## src/rtl/rcvr_pkg.sv

```systemverilog
// Shared types and constants for the serial receiver drain path.
// State encoding, default sizing and the frame header byte agreed with the receiver.
package rcvr_pkg;

  typedef enum logic {
    IDLE = 1'b0,
    ACK  = 1'b1
  } rcvr_state_t;

  localparam logic [7:0] RCVR_HDR  = 8'hA5;
  localparam int         DEF_DEPTH = 4;
  localparam int         DEF_CNT_W = 8;

endpackage

```

## src/rtl/rcvr_drain_ctrl_if.sv

```systemverilog
// Receiver-facing and consumer-facing signals of the drain controller.
// master = the controller, slave = the receiver/consumer environment.
interface rcvr_drain_ctrl_if;

  logic       rx_ready;
  logic       rx_overrun;
  logic [7:0] rx_data;
  logic       rx_reading;
  logic       out_valid;
  logic [7:0] out_data;
  logic       out_accept;

  modport master (
    input  rx_ready, rx_overrun, rx_data, out_accept,
    output rx_reading, out_valid, out_data
  );

  modport slave (
    output rx_ready, rx_overrun, rx_data, out_accept,
    input  rx_reading, out_valid, out_data
  );

endinterface

```

## src/rtl/rcvr_sync_fifo.sv

```systemverilog
// DEPTH x W synchronous FIFO with a registered head word; written entries are visible one cycle after push.
// Caller must not push when full unless popping the same cycle, and must not pop when empty.
module rcvr_sync_fifo #(
  parameter int DEPTH = 4,
  parameter int W     = 8
) (
  input  logic                     clock,
  input  logic                     reset,
  input  logic                     push,
  input  logic [W-1:0]             push_dat,
  input  logic                     pop,
  output logic                     full,
  output logic                     empty,
  output logic [$clog2(DEPTH):0]   count,
  output logic [W-1:0]             head_dat
);

  localparam int             AW       = $clog2(DEPTH);
  localparam logic [AW:0]    ONE      = (AW+1)'(1);
  localparam logic [AW:0]    FULL_CNT = (AW+1)'(DEPTH);

  logic [W-1:0]  mem [DEPTH];
  logic [AW-1:0] rd_ptr;
  logic [AW-1:0] wr_ptr;
  logic [AW-1:0] rd_nxt;

  assign rd_nxt = rd_ptr + AW'(1);
  assign full   = (count == FULL_CNT);
  assign empty  = (count == '0);

  always_ff @(posedge clock) begin
    if (push) begin
      mem[wr_ptr] <= push_dat;
    end
  end

  always_ff @(posedge clock) begin
    if (reset) begin
      rd_ptr   <= '0;
      wr_ptr   <= '0;
      count    <= '0;
      head_dat <= '0;
    end else begin
      if (push) begin
        wr_ptr <= wr_ptr + AW'(1);
      end
      if (pop) begin
        rd_ptr <= rd_nxt;
      end
      case ({push, pop})
        2'b10:   count <= count + ONE;
        2'b01:   count <= count - ONE;
        default: count <= count;
      endcase
      // Head tracks the oldest entry; with one entry left, a same-cycle push becomes the new head.
      if (pop) begin
        if (count > ONE) begin
          head_dat <= mem[rd_nxt];
        end else if (push) begin
          head_dat <= push_dat;
        end
      end else if (push && empty) begin
        head_dat <= push_dat;
      end
    end
  end

endmodule

```

## src/rtl/rcvr_drain_ctrl.sv

```systemverilog
// Drains the serial receiver one byte per two cycles into a FIFO and keeps saturating overrun statistics.
// Full FIFO stalls the receiver unless RCVR_DRAIN_DROP_EN is defined, which drains and discards instead.
module rcvr_drain_ctrl
  import rcvr_pkg::*;
#(
  parameter int DEPTH = DEF_DEPTH,
  parameter int CNT_W = DEF_CNT_W
) (
  input  logic                     clock,
  input  logic                     reset,
  rcvr_drain_ctrl_if.master        bus,
  output logic [$clog2(DEPTH):0]   fifo_count,
  output logic [CNT_W-1:0]         ovr_count,
  output logic                     ovr_sticky
`ifdef RCVR_DRAIN_DROP_EN
  ,
  output logic [CNT_W-1:0]         drop_count
`endif
);

  rcvr_state_t state;
  logic        fifo_full;
  logic        fifo_empty;
  logic        pop;
  logic        push;
  logic        full_eff;
  logic        ovr_q;
  logic [7:0]  head_dat;

  // A pop frees a slot at the same edge, so a push is legal even at full.
  assign pop           = bus.out_valid && bus.out_accept;
  assign full_eff      = fifo_full && !pop;
  assign push          = (state == IDLE) && bus.rx_ready && !full_eff;
  assign bus.out_valid = !fifo_empty;
  assign bus.out_data  = head_dat;

  rcvr_sync_fifo #(
    .DEPTH (DEPTH),
    .W     (8)
  ) u_fifo (
    .clock    (clock),
    .reset    (reset),
    .push     (push),
    .push_dat (bus.rx_data),
    .pop      (pop),
    .full     (fifo_full),
    .empty    (fifo_empty),
    .count    (fifo_count),
    .head_dat (head_dat)
  );

  always_ff @(posedge clock) begin
    if (reset) begin
      state          <= IDLE;
      bus.rx_reading <= 1'b0;
`ifdef RCVR_DRAIN_DROP_EN
      drop_count     <= '0;
`endif
    end else begin
      case (state)
        IDLE: begin
          if (bus.rx_ready && !full_eff) begin
            bus.rx_reading <= 1'b1;
            state          <= ACK;
`ifdef RCVR_DRAIN_DROP_EN
          end else if (bus.rx_ready) begin
            bus.rx_reading <= 1'b1;
            state          <= ACK;
            if (~&drop_count) begin
              drop_count <= drop_count + 1'b1;
            end
`endif
          end else begin
            bus.rx_reading <= 1'b0;
          end
        end
        ACK: begin
          // Receiver drops ready at this edge, so the next IDLE sees fresh status.
          bus.rx_reading <= 1'b0;
          state          <= IDLE;
        end
      endcase
    end
  end

  always_ff @(posedge clock) begin
    if (reset) begin
      ovr_q      <= 1'b0;
      ovr_count  <= '0;
      ovr_sticky <= 1'b0;
    end else begin
      ovr_q <= bus.rx_overrun;
      if (bus.rx_overrun && !ovr_q) begin
        ovr_sticky <= 1'b1;
        if (~&ovr_count) begin
          ovr_count <= ovr_count + 1'b1;
        end
      end
    end
  end

endmodule

```

## src/flat_wrapper.sv

```systemverilog
// flat-port wrapper written by rule: the top's interface ports become plain ports
module rcvr_drain_ctrl_flat import rcvr_pkg::*;
#(
  parameter int DEPTH = DEF_DEPTH,
  parameter int CNT_W = DEF_CNT_W
)
  (clock, reset, fifo_count, ovr_count, ovr_sticky, bus_rx_ready, bus_rx_overrun, bus_rx_data, bus_out_accept, bus_rx_reading, bus_out_valid, bus_out_data);
  rcvr_drain_ctrl_if bus_i ();
  input  logic clock;
  input  logic reset;
  output logic [$clog2(DEPTH):0] fifo_count;
  output logic [CNT_W-1:0] ovr_count;
  output logic ovr_sticky;
  input wire logic [$bits(bus_i.rx_ready)-1:0] bus_rx_ready;
  input wire logic [$bits(bus_i.rx_overrun)-1:0] bus_rx_overrun;
  input wire logic [$bits(bus_i.rx_data)-1:0] bus_rx_data;
  input wire logic [$bits(bus_i.out_accept)-1:0] bus_out_accept;
  output wire logic [$bits(bus_i.rx_reading)-1:0] bus_rx_reading;
  output wire logic [$bits(bus_i.out_valid)-1:0] bus_out_valid;
  output wire logic [$bits(bus_i.out_data)-1:0] bus_out_data;
  assign bus_i.rx_ready = bus_rx_ready;
  assign bus_i.rx_overrun = bus_rx_overrun;
  assign bus_i.rx_data = bus_rx_data;
  assign bus_i.out_accept = bus_out_accept;
  assign bus_rx_reading = bus_i.rx_reading;
  assign bus_out_valid = bus_i.out_valid;
  assign bus_out_data = bus_i.out_data;
  rcvr_drain_ctrl #(.DEPTH(DEPTH), .CNT_W(CNT_W)) u_core (.clock(clock), .reset(reset), .bus(bus_i), .fifo_count(fifo_count), .ovr_count(ovr_count), .ovr_sticky(ovr_sticky));
endmodule
```

## config.mk

```make
export PLATFORM = sky130hd
export DESIGN_NAME = rcvr_drain_ctrl_flat
export DESIGN_NICKNAME = d
export VERILOG_FILES = /design/src/rtl/rcvr_pkg.sv /design/src/rtl/rcvr_drain_ctrl_if.sv /design/src/rtl/rcvr_sync_fifo.sv /design/src/rtl/rcvr_drain_ctrl.sv /design/src/flat_wrapper.sv
export SDC_FILE = /design/constraint.sdc
export NUM_CORES = 1
export LEC_CHECK = 0
export ABC_CLOCK_PERIOD_IN_PS = 3150
export CORE_MARGIN = 1
export CORE_UTILIZATION = 55
export DETAILED_ROUTE_END_ITERATION = 8
export PLACE_DENSITY_LB_ADDON = 0.15
export SLEW_MARGIN = 20
export SYNTH_ARGS = -nofsm -noshare
export SYNTH_HDL_FRONTEND = slang
export SYNTH_SLANG_ARGS = --single-unit
```

## constraint.sdc

```tcl
create_clock -name clock -period 3.15 [get_ports clock]
set_input_delay 0.4725 -clock clock [delete_from_list [all_inputs] [get_ports clock]]
set_output_delay 0.4725 -clock clock [all_outputs]
set_load 0.05 [all_outputs]
```

Word level (Yosys, flattened, before mapping)
Memory sizes are Yosys's and may differ from the RTL's.
Cells that the tools add are included.
{"block": "word_totals", "register_bits": 26, "ram_bits": 32, "in_bits": 13, "output_inout_bits": 22, "word_cells": 47, "n_memories": 1}
{"block": "classes", "addsub": 5, "n_lt_le_gt_ge": 1, "eq_ne": 4, "n_mux": 9, "bitwise_logic": 2, "n_reduce_logical": 17}
{"memory": "u_core.u_fifo.mem", "words": 4, "width": 8, "rd": 1, "rd_ports_with_merged_regs": 0, "wr": 1, "line": "rcvr_sync_fifo.sv:22", "text": "logic [W-1:0] mem [DEPTH];"}
{"cell": "8-bit two-way mux", "n": 4}
{"cell": "8-bit by 1-bit adder with 8-bit output, second input constant", "n": 1}
{"cell": "8-bit AND reduction", "n": 1}
{"cell": "1-bit logical AND", "n": 7}
{"cell": "3-bit case mux with 2 select lines", "n": 1}
{"cell": "2-bit by 1-bit adder with 2-bit output, second input constant", "n": 2}
{"cell": "1-bit logical NOT", "n": 4}
{"cell": "2-bit AND reduction", "n": 2}
{"cell": "2-bit nonzero test", "n": 2}
{"cell": "3-bit by 1-bit adder with 3-bit output, second input constant", "n": 1}
{"cell": "3-bit == test, second input constant", "n": 1}
{"cell": "3-bit by 1-bit greater-than comparator with 1-bit output, second input constant", "n": 1}
{"cell": "3-bit logical NOT", "n": 1}
{"cell": "1-bit two-way mux", "n": 3}
{"cell": "3-bit != test, second input constant", "n": 1}
{"cell": "3-bit by 1-bit subtractor with 3-bit output, second input constant", "n": 1}
{"cell": "2-bit by 1-bit == test with 1-bit output, second input constant", "n": 1}
{"cell": "2-bit == test, second input constant", "n": 1}
{"cell": "1-bit inverter", "n": 2}
{"cell": "1-bit case mux with 2 select lines", "n": 1}

Longest topological paths before layout
{"block": "logic_depth", "ltp_word": 10, "depth_mapped": 7, "mapped_depth_nobuf": 7}

Modules after synthesis
Synthesis repeated with hierarchy kept, for this count alone.
{"block": "unflattened", "hier_cells": 190, "hier_area_um2": 2625.0}
{"module": "rcvr_sync_fifo", "instances": 1, "cells_per_inst": 127, "area_per_inst_um2": 2035.7, "seq_area_each_um2": 1261.2}
{"module": "rcvr_drain_ctrl", "instances": 1, "cells_per_inst": 63, "area_per_inst_um2": 589.3, "seq_area_each_um2": 220.2}

Least setup slack after synthesis
OpenSTA, ideal clock, no wires.
{"block": "synth_timing", "path_kind": "register -> register", "start": "register u_core.u_fifo.count[0]", "end": "register u_core.u_fifo.count[0]", "setup_ps": 70, "arrival_ps": 2071, "required_ps": 3080, "path_slack_ps": 1009, "path_stages_with_launch": 8, "path_buffers": 0, "synth_period_minus_slack_ps": 2141, "path_cell_list": "dfxtp_1 > inv_1 > ha_1 > nor2b_4 > inv_2 > mux2i_1 > or3_1 > a21oi_1"}
{"block": "synth_between", "elab_chain_len": 9, "word_cells_on_any_way": 14, "classes_between": "2 x add/sub; 3 x eq/ne; 1 x mux; 8 x reduce/logical"}
{"item": "start, declared", "line": "rcvr_sync_fifo.sv:14", "text": "output logic [$clog2(DEPTH):0] count,"}
{"item": "start signal, assigned", "line": "rcvr_sync_fifo.sv:51", "text": "2'b10: count <= count + ONE;"}
{"item": "start signal, assigned", "line": "rcvr_sync_fifo.sv:52", "text": "2'b01: count <= count - ONE;"}
{"item": "start signal, assigned", "line": "rcvr_sync_fifo.sv:53", "text": "default: count <= count;"}
{"item": "3-bit logical NOT *", "line": "rcvr_sync_fifo.sv:29", "text": "assign empty = (count == '0);"}
{"item": "1-bit logical NOT *", "line": "rcvr_drain_ctrl.sv:34", "text": "assign bus.out_valid = !fifo_empty;"}
{"item": "via bus_out_valid", "line": "flat_wrapper.sv:19", "text": "output wire logic [$bits(bus_i.out_valid)-1:0] bus_out_valid;"}
{"item": "1-bit logical AND *", "line": "rcvr_drain_ctrl.sv:31", "text": "assign pop = bus.out_valid && bus.out_accept;"}
{"item": "1-bit logical NOT", "line": "rcvr_drain_ctrl.sv:32", "text": "assign full_eff = fifo_full && !pop;"}
{"item": "1-bit logical AND", "line": "rcvr_drain_ctrl.sv:32"}
{"item": "1-bit logical NOT", "line": "rcvr_drain_ctrl.sv:33", "text": "assign push = (state == IDLE) && bus.rx_ready && !full_eff;"}
{"item": "1-bit logical AND", "line": "rcvr_drain_ctrl.sv:33"}
{"item": "2-bit by 1-bit == test with 1-bit output / 2-bit == test (equally long branches)", "line": "rcvr_sync_fifo.sv:50", "text": "case ({push, pop})"}
{"item": "3-bit case mux with 2 select lines / 2-bit nonzero test (equally long branches)"}
Mark *: on every way through the listed nets, which the timed path passes. The rest lies on a longest branch.
A chain may end at the register's enable or synchronous reset.

Worst setup path in the final report
{"block": "layout_timing", "start": "register u_core.u_fifo.count[0]", "end": "output bus_out_valid"}
{"block": "layout_between", "elab_chain_len": 2}
{"item": "3-bit logical NOT", "line": "rcvr_sync_fifo.sv:29"}
{"item": "1-bit logical NOT", "line": "rcvr_drain_ctrl.sv:34"}
{"item": "end, declared", "line": "flat_wrapper.sv:19"}
No other way between the ends.

==> qor.txt <==
Worst hold path class: flip-flop to flip-flop
Crit Path Max Fanout: 7
CTS tree: done
Total nets after synthesis: 211
Post-synthesis share of cell area spent on and, or, nand and nor gates: 10.7%
Htree depth: 3
Placed Instance Area: 2940 sq um
Post-Synthesis Cell Area: 2570 sq um
Register clock-pin slew on the reported worst setup and hold paths: 0.07 ns
Overall fraction of global-route tracks in use: 22.2%
Setup repair after global routing missed its margin: false
Number of synthesized flops with an enable pin: 32
Timing-limited maximum frequency: 371 MHz
Power density relative to cell area: 795 nW/um^2
Aggregate global routing overflow: 0
Synth unique cells: 45
Ratio of cells with drive above 1 in the final layout: 16.3%
First-pass DRT Iterations: 4
Mapped Avg Cell Area: 13.6 sq um
Non-filler cells, final: 285
Clock buffer count from CTS: 9
Die height: 70.3 um
Max-capacitance violation count: 0
Synthesized-area fraction occupied by ao, oa, aoi and oai cells: 9.90%
Adder-cell share of the synthesized area: 4.39%
Outcome: finished, final reports clean
Detailed-route via count: 1637
Final-layout setup total negative slack: 0 ns
Synth Instances: 189
Number of nets in the layout: 250
Most used cells in the layout excluding fill and tap cells: sky130_fd_sc_hd__clkdlybuf4s50_1 (34), sky130_fd_sc_hd__edfxtp_1 (32), sky130_fd_sc_hd__dfxtp_1 (26)
Worst-margin pin slew: 0.567 ns
Chip Width: 70.3 um
Hold violation total from the final report: 0
Seq cells post-synth: 58
Maximum number of pins on one net before global-route repair: 18
Detail Route Antenna Nets: 0
Pins Over Slew Limit: 0
Crit path time final: 2.70 ns
Violation count after the first detailed-routing iteration: 111
Total half-perimeter wirelength after legalization and detailed placement: 3.63 mm
Sequential-to-total area share from yosys stat: 57.7%
Number of warnings printed during yosys synthesis: 0
Area overhead of the layout relative to synthesis: 23.4%
Remaining max-slew budget at the tightest pin: 62.1%
Antenna diodes: 0
Post-cts hold buffer count: 0
Startpoint-to-endpoint class of the critical path: flip-flop to output port
Setup fix buffers added after clock tree synthesis: 0
Vias per std cell: 5.74
Worst-skew pair later-pin latency: 0.33 ns
Post-detailed-routing wire length: 4.93 mm
Nature of the critical path startpoint: flip-flop
Crit. End Element: output port
Post-placement cell count: 269
Clock Tree Buf Depth: 2
Number of global-route vias before repair: 1598
Wirelength per Cell: 17.3 um
Number of placed I/O pins: 35
Core footprint: 4410 sq um
Most frequent standard cell in the layout excluding fill and tap cells: sky130_fd_sc_hd__clkdlybuf4s50_1
Global-route wire length before repair: 8.22 mm
Post-cts resize count: 0
Leakage power total: 1.14 nW
Final non-filler cell area: 3170 sq um
Remaining routing DRC violations: 0
Number of antenna violations at the first check in global routing: 0
Xor and xnor fraction of the mapped netlist area: 2.73%
WP data required: 2.68 ns
Num Clock Sinks: 58
Count of buffers from port buffering: 34
Async set-or-reset flop fraction in the synthesized netlist: 0%
R2r setup slk: 1.17 ns
Maximum vdd ir drop: 0.460 mV
Setup Viol. Count Final: 0
Arrival time worst endpoint: 2.22 ns
Clock root buffer: sky130_fd_sc_hd__clkbuf_8
Final cycle utilization of the critical path: 85.6%
Area enclosed by the die boundary: 4940 sq um
Starting density of the core: 58.1%
Number of placement rows: 24
Most used flip-flop cell after synthesis: sky130_fd_sc_hd__edfxtp_1
Clk_skew: 0.00940 ns
Filler instances: 301
Total power: 2.52 mW
Place WS: 0.608 ns
Dominant combinational cell family by area after synthesis: multiplexers
Share of cell area taken by muxes after synthesis: 12.1%
Setup slack after layout: 0.454 ns
Routability cong.: 0.721
-- cell usage after synthesis (2+ instances only) --
master	number	area (sq um)
sky130_fd_sc_hd__o31ai_1	10	75.1
sky130_fd_sc_hd__xnor2_1	3	26.3
sky130_fd_sc_hd__and2_1	5	31.3
sky130_fd_sc_hd__dfxtp_1	26	521
sky130_fd_sc_hd__xor2_1	5	43.8
sky130_fd_sc_hd__or4_1	2	15.0
sky130_fd_sc_hd__clkbuf_1	2	7.51
sky130_fd_sc_hd__inv_2	2	7.51
sky130_fd_sc_hd__buf_4	2	15.0
sky130_fd_sc_hd__a21oi_1	12	60.1
sky130_fd_sc_hd__o211ai_1	3	22.5
sky130_fd_sc_hd__nand2_1	2	7.51
sky130_fd_sc_hd__ha_1	9	113
sky130_fd_sc_hd__mux4_2	8	180
sky130_fd_sc_hd__o21ai_4	2	32.5
sky130_fd_sc_hd__buf_2	3	15.0
sky130_fd_sc_hd__nand3_1	3	15.0
sky130_fd_sc_hd__mux2i_1	13	130
sky130_fd_sc_hd__nand2b_1	3	18.8
sky130_fd_sc_hd__edfxtp_1	32	961
sky130_fd_sc_hd__o21ai_0	2	10.0
sky130_fd_sc_hd__inv_1	4	15.0
sky130_fd_sc_hd__nor2_1	14	52.6
-- worst max-delay path: stages, from the launching register on --
cell and delay [ns]:
sky130_fd_sc_hd__dfxtp_1 0.43, sky130_fd_sc_hd__inv_1 0.10, sky130_fd_sc_hd__ha_1 0.28, sky130_fd_sc_hd__nor2b_4 0.17, sky130_fd_sc_hd__inv_2 0.10, sky130_fd_sc_hd__clkdlybuf4s50_1 0.80
-- metrics by stage --
| step | hold slack [ns] | utilization (%) |
|---|---|---|
| floorplan | 0.514 | - |
| global placement | 0.452 | 66.6 |
| detailed placement | 0.482 | 66.6 |
| CTS | 0.499 | 71.7 |
| global route | 0.513 | 71.7 |
| finish | 0.491 | 71.7 |
-- metal layers --
layer	vias to the layer above	track usage [%]	wire length (um)	share of wire (%)
li1	788	-	-	-
met1	792	33.8	2430	49
met2	49	29.4	2130	43
met3	8	5.05	276	5.6
met4	0	11.1	84	1.7
met5	-	0	0	0
-- sequential cells by signal (all words and copies together) (netlist names) --
signal,flops
u_core.u_fifo.mem,32
u_core.ovr_count,8
u_core.u_fifo.head_dat,8
u_core.u_fifo.count,3
u_core.u_fifo.rd_ptr,2
u_core.u_fifo.wr_ptr,2
u_core.bus.rx_reading,1
u_core.ovr_q,1
u_core.ovr_sticky,1
-- path summary, 6_finish.rpt --
kind | start | to | depth (start not counted)
max | u_core.u_fifo.count[0] | bus_out_valid | 5
min | u_core.ovr_sticky | u_core.ovr_sticky | 2
min reg2reg | u_core.ovr_sticky | u_core.ovr_sticky | 2
max reg2reg | u_core.u_fifo.count[0] | u_core.u_fifo.mem[3][5] | 4
-- area by class of cell --
| class | instances | area, sq um | share of cell area (%) |
|---|---|---|---|
| Tap cell | 52 | 65.1 | 2.05 |
| Timing Repair Buffer | 35 | 348 | 11.0 |
| Clock buffer | 9 | 124 | 3.91 |
| Sequential cell | 58 | 1480 | 46.8 |
| Clock inverter | 7 | 101 | 3.20 |
| Inverter | 7 | 26.3 | 0.830 |
| Multi-Input combinational cell | 117 | 1020 | 32.2 |
-- report_power, final --
part / internal, mW / switching [mW] / total, mW
sequential: 0.888 / 0.0867 / 0.975
combinational: 0.311 / 0.474 / 0.785
clock: 0.450 / 0.309 / 0.759
total: 1.65 / 0.870 / 2.52
-- logic make-up (layout without fill, tap and decap cells) --
family / after synthesis / after routing
AOI/OAI and AO/OA: 35 / 35
xor gates and xnor gates: 8 / 8
and+or+nand+nor: 44 / 44
muxes: 21 / 21
buffers and inverters: 14 / 58
adders and majority gates: 9 / 9
DFF: 58 / 58
No activity file was read; power rests on OpenSTA's default activity.
